$ cat config.mk
export PLATFORM = sky130hd
export DESIGN_NAME = ahb_timer_slave
export DESIGN_NICKNAME = d
export VERILOG_FILES = /design/src/rtl/ahb_pkg.sv /design/src/rtl/ahb_slave_if.sv /design/src/rtl/ahb_timer_slave.sv
export SDC_FILE = /design/constraint.sdc
export NUM_CORES = 1
export LEC_CHECK = 0
export CAP_MARGIN = 25
export CORE_MARGIN = 8
export CORE_UTILIZATION = 25
export CTS_BUF_LIST = sky130_fd_sc_hd__clkbuf_2 sky130_fd_sc_hd__clkbuf_4 sky130_fd_sc_hd__clkbuf_8
export DETAILED_ROUTE_END_ITERATION = 6
export PLACE_DENSITY = 0.45
export SETUP_SLACK_MARGIN = 0.02
export SLEW_MARGIN = 20
export SYNTH_ARGS = -nofsm -noshare
export SYNTH_HDL_FRONTEND = slang
export SYNTH_HIERARCHICAL = 1
export SYNTH_SLANG_ARGS = --single-unit
$ cat constraint.sdc
create_clock -name clk -period 3.55 [get_ports clk]
set_clock_uncertainty 0.2 [all_clocks]
set_input_delay 0.355 -clock clk [delete_from_list [all_inputs] [get_ports clk]]
set_output_delay 0.355 -clock clk [all_outputs]
set_load 0.01 [all_outputs]
$ cat src/rtl/ahb_pkg.sv
// Shared AHB-lite slave definitions: response codes, timer register offsets
// and the slave-side FSM state encoding.
package ahb_pkg;

  localparam logic HRESP_OKAY  = 1'b0;
  localparam logic HRESP_ERROR = 1'b1;

  localparam int unsigned OFF_W = 5;

  localparam logic [OFF_W-1:0] TMR_MTIME_LO = 5'h00;
  localparam logic [OFF_W-1:0] TMR_MTIME_HI = 5'h04;
  localparam logic [OFF_W-1:0] TMR_CMP_LO   = 5'h08;
  localparam logic [OFF_W-1:0] TMR_CMP_HI   = 5'h0C;
  localparam logic [OFF_W-1:0] TMR_CTRL     = 5'h10;
  localparam logic [OFF_W-1:0] TMR_STATUS   = 5'h14;

  typedef logic [2:0] slv_state_t;

  localparam slv_state_t ST_IDLE = 3'd0;
  localparam slv_state_t ST_WAIT = 3'd1;
  localparam slv_state_t ST_DATA = 3'd2;
  localparam slv_state_t ST_ERR1 = 3'd3;
  localparam slv_state_t ST_ERR2 = 3'd4;

  // Word-aligned and inside the populated part of the register window.
  function automatic logic off_valid(input logic [OFF_W-1:0] off);
    return (off[1:0] == 2'b00) && (off <= TMR_STATUS);
  endfunction

endpackage

$ cat src/rtl/ahb_slave_if.sv
// AHB-lite slave front end: address-phase decode, wait-state insertion,
// two-cycle ERROR response and register access strobes.
module ahb_slave_if
  import ahb_pkg::*;
#(
  parameter int unsigned DATA_W      = 32,
  parameter int unsigned WAIT_STATES = 0
) (
  input  logic              clk,
  input  logic              rstn,
  input  logic              hsel_i,
  input  logic [OFF_W-1:0]  haddr_i,
  input  logic              hwrite_i,
  input  logic [DATA_W-1:0] hwdata_i,
  output logic              hready_o,
  output logic              hresp_o,
  output logic              reg_wr_c,
  output logic [OFF_W-1:0]  reg_off_o,
  output logic [DATA_W-1:0] reg_wdata_c,
  output logic              reg_rd_c,
  output logic [OFF_W-1:0]  reg_rd_off_c
);

  localparam logic [2:0] WS_LOAD = 3'((WAIT_STATES == 0) ? 0 : WAIT_STATES - 1);

  slv_state_t       state_q, state_d;
  logic [OFF_W-1:0] off_q, off_d;
  logic             wr_q, wr_d;
  logic [2:0]       wcnt_q, wcnt_d;
  logic             hready_q, hready_d;
  logic             hresp_q, hresp_d;
  logic             accept;

  always_ff @(posedge clk or negedge rstn) begin
    if (!rstn) begin
      state_q  <= ST_IDLE;
      off_q    <= '0;
      wr_q     <= 1'b0;
      wcnt_q   <= '0;
      hready_q <= 1'b1;
      hresp_q  <= HRESP_OKAY;
    end else begin
      state_q  <= state_d;
      off_q    <= off_d;
      wr_q     <= wr_d;
      wcnt_q   <= wcnt_d;
      hready_q <= hready_d;
      hresp_q  <= hresp_d;
    end
  end

  // IDLE, DATA and ERR2 all drive hready=1 and so share the address-phase decode.
  always_comb begin
    state_d = state_q;
    off_d   = off_q;
    wr_d    = wr_q;
    wcnt_d  = wcnt_q;
    accept  = hsel_i & hready_q;
    case (state_q)
      ST_WAIT: begin
        if (wcnt_q == 3'd0) state_d = ST_DATA;
        else                wcnt_d  = wcnt_q - 3'd1;
      end
      ST_ERR1: state_d = ST_ERR2;
      default: begin
        state_d = ST_IDLE;
        if (accept) begin
          off_d  = haddr_i;
          wr_d   = hwrite_i;
          wcnt_d = WS_LOAD;
          if (!off_valid(haddr_i))  state_d = ST_ERR1;
          else if (WAIT_STATES > 0) state_d = ST_WAIT;
          else                      state_d = ST_DATA;
        end
      end
    endcase
    hready_d = (state_d != ST_WAIT) && (state_d != ST_ERR1);
    hresp_d  = ((state_d == ST_ERR1) || (state_d == ST_ERR2)) ? HRESP_ERROR : HRESP_OKAY;
  end

  assign hready_o     = hready_q;
  assign hresp_o      = hresp_q;
  assign reg_wr_c     = (state_q == ST_DATA) && wr_q;
  assign reg_off_o    = off_q;
  assign reg_wdata_c  = hwdata_i;
  // Read data is captured on the edge that enters DATA.
  assign reg_rd_c     = (state_d == ST_DATA) && !wr_d;
  assign reg_rd_off_c = off_d;

endmodule

$ cat src/rtl/ahb_timer_slave.sv
// Machine timer on an AHB-lite slave port: prescaled 64-bit mtime, 64-bit
// compare, sticky pending flag and a registered level interrupt.
module ahb_timer_slave
  import ahb_pkg::*;
#(
  parameter int unsigned ADDR_W      = 32,
  parameter int unsigned DATA_W      = 32,
  parameter int unsigned PRESCALE    = 4,
  parameter int unsigned WAIT_STATES = 0
) (
  input  logic              clk,
  input  logic              rstn,
  input  logic              hsel,
  input  logic [ADDR_W-1:0] haddr,
  input  logic              hwrite,
  input  logic [DATA_W-1:0] hwdata,
  output logic              hready,
  output logic              hresp,
  output logic [DATA_W-1:0] hrdata,
  output logic              timer_irq
);

  localparam int unsigned PW = (PRESCALE > 1) ? $clog2(PRESCALE) : 1;
  localparam logic [PW-1:0] PS_MAX = PW'(PRESCALE - 1);

  logic              reg_wr_c, reg_rd_c;
  logic [OFF_W-1:0]  reg_off, reg_rd_off_c;
  logic [DATA_W-1:0] reg_wdata_c;
  logic              unused_haddr;

  logic [DATA_W-1:0] mtime_lo_q, mtime_lo_d, mtime_hi_q, mtime_hi_d;
  logic [DATA_W-1:0] cmp_lo_q, cmp_lo_d, cmp_hi_q, cmp_hi_d;
  logic [1:0]        ctrl_q, ctrl_d;
  logic              pending_q, pending_d;
  logic              irq_q, irq_d;
  logic [PW-1:0]     presc_q, presc_d;
  logic [DATA_W-1:0] hrdata_q, hrdata_d;
  logic [2*DATA_W-1:0] mtime_inc;
  logic              tick, match;
  logic              wr_lo, wr_hi, wr_clo, wr_chi, wr_ctrl, wr_stat;

  assign unused_haddr = ^haddr[ADDR_W-1:OFF_W];

  ahb_slave_if #(
    .DATA_W      (DATA_W),
    .WAIT_STATES (WAIT_STATES)
  ) u_if (
    .clk          (clk),
    .rstn         (rstn),
    .hsel_i       (hsel),
    .haddr_i      (haddr[OFF_W-1:0]),
    .hwrite_i     (hwrite),
    .hwdata_i     (hwdata),
    .hready_o     (hready),
    .hresp_o      (hresp),
    .reg_wr_c     (reg_wr_c),
    .reg_off_o    (reg_off),
    .reg_wdata_c  (reg_wdata_c),
    .reg_rd_c     (reg_rd_c),
    .reg_rd_off_c (reg_rd_off_c)
  );

  always_ff @(posedge clk or negedge rstn) begin
    if (!rstn) begin
      mtime_lo_q <= '0;
      mtime_hi_q <= '0;
      cmp_lo_q   <= '1;
      cmp_hi_q   <= '1;
      ctrl_q     <= '0;
      pending_q  <= 1'b0;
      irq_q      <= 1'b0;
      presc_q    <= '0;
      hrdata_q   <= '0;
    end else begin
      mtime_lo_q <= mtime_lo_d;
      mtime_hi_q <= mtime_hi_d;
      cmp_lo_q   <= cmp_lo_d;
      cmp_hi_q   <= cmp_hi_d;
      ctrl_q     <= ctrl_d;
      pending_q  <= pending_d;
      irq_q      <= irq_d;
      presc_q    <= presc_d;
      hrdata_q   <= hrdata_d;
    end
  end

  always_comb begin
    wr_lo   = reg_wr_c && (reg_off == TMR_MTIME_LO);
    wr_hi   = reg_wr_c && (reg_off == TMR_MTIME_HI);
    wr_clo  = reg_wr_c && (reg_off == TMR_CMP_LO);
    wr_chi  = reg_wr_c && (reg_off == TMR_CMP_HI);
    wr_ctrl = reg_wr_c && (reg_off == TMR_CTRL);
    wr_stat = reg_wr_c && (reg_off == TMR_STATUS);

    tick      = ctrl_q[0] && (presc_q == PS_MAX);
    mtime_inc = {mtime_hi_q, mtime_lo_q} + (2*DATA_W)'(1);

    presc_d = presc_q;
    if (ctrl_q[0]) presc_d = tick ? '0 : presc_q + PW'(1);
    if (wr_ctrl && reg_wdata_c[0] && !ctrl_q[0]) presc_d = '0;

    // A bus write owns its half; the other half sees no carry that cycle.
    mtime_lo_d = tick ? mtime_inc[DATA_W-1:0] : mtime_lo_q;
    mtime_hi_d = tick ? mtime_inc[2*DATA_W-1:DATA_W] : mtime_hi_q;
    if (wr_lo) begin
      mtime_lo_d = reg_wdata_c;
      mtime_hi_d = mtime_hi_q;
    end
    if (wr_hi) mtime_hi_d = reg_wdata_c;

    cmp_lo_d = wr_clo ? reg_wdata_c : cmp_lo_q;
    cmp_hi_d = wr_chi ? reg_wdata_c : cmp_hi_q;
    ctrl_d   = wr_ctrl ? reg_wdata_c[1:0] : ctrl_q;

    match     = {mtime_hi_q, mtime_lo_q} >= {cmp_hi_q, cmp_lo_q};
    pending_d = match | (pending_q & ~(wr_stat & reg_wdata_c[0]));
    irq_d     = pending_q & ctrl_q[1];

    // Muxing next-state values forwards a write that lands on the same edge.
    hrdata_d = '0;
    if (reg_rd_c) begin
      case (reg_rd_off_c)
        TMR_MTIME_LO: hrdata_d = mtime_lo_d;
        TMR_MTIME_HI: hrdata_d = mtime_hi_d;
        TMR_CMP_LO:   hrdata_d = cmp_lo_d;
        TMR_CMP_HI:   hrdata_d = cmp_hi_d;
        TMR_CTRL:     hrdata_d = {(DATA_W-2)'(0), ctrl_d};
        TMR_STATUS:   hrdata_d = {(DATA_W-1)'(0), pending_d};
        default:      hrdata_d = '0;
      endcase
    end
  end

  assign hrdata    = hrdata_q;
  assign timer_irq = irq_q;

endmodule
==> reports/results.tsv <==
stage	metric	value	unit
routing	dr.pass1.iters	7	
setup_path	crit_slowest_cell	or4_1	
grt	antenna_found_initial	0	
layout	design_area	13300	um2
sta	rsz0062_at_grt	false	
pwr	ir_drop	236	uV
yosys	synth-adder-area-share	0.0768	
yosys	synthesis.nets	1300	
grt	met2_usage	0.237	
routing	drc	0	
setup_path	crit_buf_inv	0	
routing	antenna_left	0	
yosys	synth_compound_area_frac	0.134	
run_status	status	completed	
routing	wl	38.9	mm
clock_tree	clockBufferDepth	2	
layout	syn_to_final_growth	19.7	%
setup_path	path_class	reg2reg	
setup_path	arrival	3.57	ns
placement	place_area	12900	um2
yosys	synth_top_family_by_area	simple AND/OR/NAND/NOR gates	
grt	grt_pass1_wl	59.1	mm
yosys	ys_seq_elements	180	
sta	fmax	296	MHz
die	pin_count	103	
sta	post-route-min-period	3.37	ns
grt	busiest_layer	met2	
setup_path	path_cells	nand4_1 -> or4_1 -> or4_1 -> nor4_2 -> xnor2_1 -> o221ai_2 -> a221o_1	
sta	tightest_slew	0.753	ns
die	die_area	51300	um2
flow_run	max_cap_viol_count	0	
placement	gp_congestion	0.850	
hold_path	hold_path_class	in2async	
yosys	synth_commonest_cells	nor2_1 (117), dfrtp_1 (115), nand2_1 (91)	
pwr	total_power	0.0103	W
clock_tree	htree_levels	4	
die	row_count	77	
grt	grt-ovfl-total	0	
yosys	synth_top_area_cell	dfrtp_1	
routing	initialDrtViolationCount	518	
clock_tree	worstSkewPairLatency	0.51	ns
yosys	yosysSeqAreaShare	0.414	
setup_path	cp-start-kind	flip-flop	
yosys	synthArstFlopShare	1.00	
pwr	powerDensity	777	nW/um2
clock_tree	cts_root_buf	clkbuf_8	
yosys	synth_ff_type	dfrtp_1	
setup_path	worstSetupEndpointType	flip-flop	
routing	num_vias	9148	
setup_path	cpLargestDelayFamily	simple AND/OR/NAND/NOR gates	
setup_path	worstPathMaxFanout	4	
yosys	muxShareOfSynthArea	0.0850	
routing	routedWlPerCell	20.8	um
die	start_util	0.252	
yosys	yosys-top-cells-area	dfrtp_1 (26%), dfstp_2 (15%), ha_1 (7.7%)	
clock_tree	postCtsResizedCells	0	
sta	period_share	0.950	
layout	final_cells	1872	
sta	fin_tns_setup	0	ns
pwr	p_leak	5.57	nW
die	die_y	227	um
clock_tree	path_clk_slew	0.10	ns
layout	drive_gt1_frac	0.222	
clock_tree	cts.sinks	180	
grt	met1_usage	0.214	
layout	n_antenna_cell	0	
setup_path	crit_top_cell	or4_1	
placement	hpwl	29.4	mm
yosys	synth_area_per_cell	9.52	um2
sta	finalSetupViolations	0	
yosys	syn_inst	1164	
placement	portBuffers	75	
yosys	yosys_warnings	6	
yosys	synth_area	11100	um2
yosys	synth_top_area_frac	0.260	
sta	hold_viol	0	
sta	slew_viol_final	0	
setup_path	max_stage_delay	0.64	ns
clock_tree	cts_tree	done	
routing	viasPerCell	4.89	
layout	final_nets	1403	
yosys	synth_most_common_cell	nor2_1	
placement	dp_cells	1839	
grt	grt_max_degree	82	
yosys	synth_simple_gate_area_share	0.178	
die	core	44000	um2
setup_path	worstPathRequired	3.74	ns
yosys	synthXorXnorAreaFrac	0.0459	
sta	slew_headroom	0.498	
grt	grt_use_met3	0.0316	
clock_tree	numCtsBuffers	17	
grt	grtUsageTotal	0.154	
yosys	synth_cell_type_count	76	
grt	grt_pass1_vias	9311	
yosys	synth-edff-count	0	
die	die_w	227	um
## cells in the final DEF (no fill, tap or decap), types with 15 or more instances in the layout
cell type,netlist,final
xnor2_1,35,35
nand4_1,28,28
nand3_1,33,33
clkbuf_8,0,21
dfrtp_1,115,115
ha_1,68,68
a21oi_1,79,79
buf_4,32,84
mux2_2,69,69
o21ai_0,42,42
dfstp_2,65,65
nor2_1,117,117
inv_1,79,79
clkdlybuf4s50_1,0,74
xor2_1,23,23
nand2_1,91,88
nand2b_1,15,15
nor3_1,26,26
## where the power goes
part	leakage [nW]	switching, W	internal [W]	total (W)
clock	0.193	0.000793	0.000639	0.00143
sequential	2.09	0.000850	0.00315	0.00400
combinational	3.29	0.00272	0.00213	0.00486
## per-stage QoR
step	worst slack (ns)	hold slack (ns)	util
global route	0.0449	0.284	0.301
floorplan	0.243	-0.141	-
finish	0.177	0.254	0.301
global placement	-0.0462	0.260	0.292
detailed placement	-0.0308	0.263	0.292
CTS	0.137	0.255	0.301
## cell families (layout without fill, tap and decap cells)
kind of cell,Yosys count,in the layout
simple gates,388,388
compound gates,228,228
flops,180,180
buf+inv,159,275
mux,83,83
fa+ha+maj,68,68
xor+xnor,58,58
## path summary, 6_finish.rpt
path	startpoint	to	slack, ns	depth (start not counted)
setup reg to reg	mtime_hi_q[20]	hrdata[31]	0.18	7
hold reg to reg	u_if/wcnt_q[0]	u_if/wcnt_q[0]	0.28	1
setup / recovery	mtime_hi_q[20]	hrdata[31]	0.18	7
min in group clk	u_if/wcnt_q[0]	u_if/wcnt_q[0]	0.28	1
max in group asynchronous	rstn	cmp_hi_q[10]	2.01	3
hold / removal	rstn	mtime_lo_q[4]	0.25	2
## layer usage
| metal | part of all wire | vias to the layer above |
|---|---|---|
| met2 | 0.45 | 245 |
| met3 | 0.050 | 50 |
| met4 | 0.024 | 0 |
| met1 | 0.48 | 4521 |
| li1 | - | 4332 |
| met5 | 0 | - |
## flip-flops by register name (all words and copies together), names as in the netlist
| signal | cells |
|---|---|
| mtime_lo_q | 32 |
| mtime_hi_q | 32 |
| hrdata | 32 |
| u_if/wcnt_q | 3 |
| presc_q | 2 |
| u_if/reg_off_o | 5 |
| u_if/hresp_o | 1 |
| ctrl_q | 2 |
| u_if/hready_o | 1 |
| cmp_hi_q | 32 |
| u_if/state_q | 3 |
| timer_irq | 1 |
| pending_q | 1 |
| u_if/wr_q | 1 |
| cmp_lo_q | 32 |
## cell type report
| type | count | area (um2) |
|---|---|---|
| Multi-Input combinational cell | 825 | 5780 |
| Fill cell | 4660 | 30800 |
| Clock inverter | 8 | 76.3 |
| Sequential cell | 180 | 4590 |
| Inverter | 79 | 297 |
| Clock buffer | 24 | 305 |
| Tap cell | 592 | 741 |
| Timing Repair Buffer | 164 | 1480 |
## worst reg2reg max path, cell delays in order, from the launching register on
cell and delay (ns):
dfrtp_1 0.47, nand4_1 0.27, or4_1 0.64, or4_1 0.64
nor4_2 0.43, xnor2_1 0.21, o221ai_2 0.12, a221o_1 0.30
## repair_timing
action	CTS	global route
buffers inserted	0	0
hold endpoints to repair	45	0
hold buffers	1	0
Note: power is estimated with default switching activity, not from simulation.
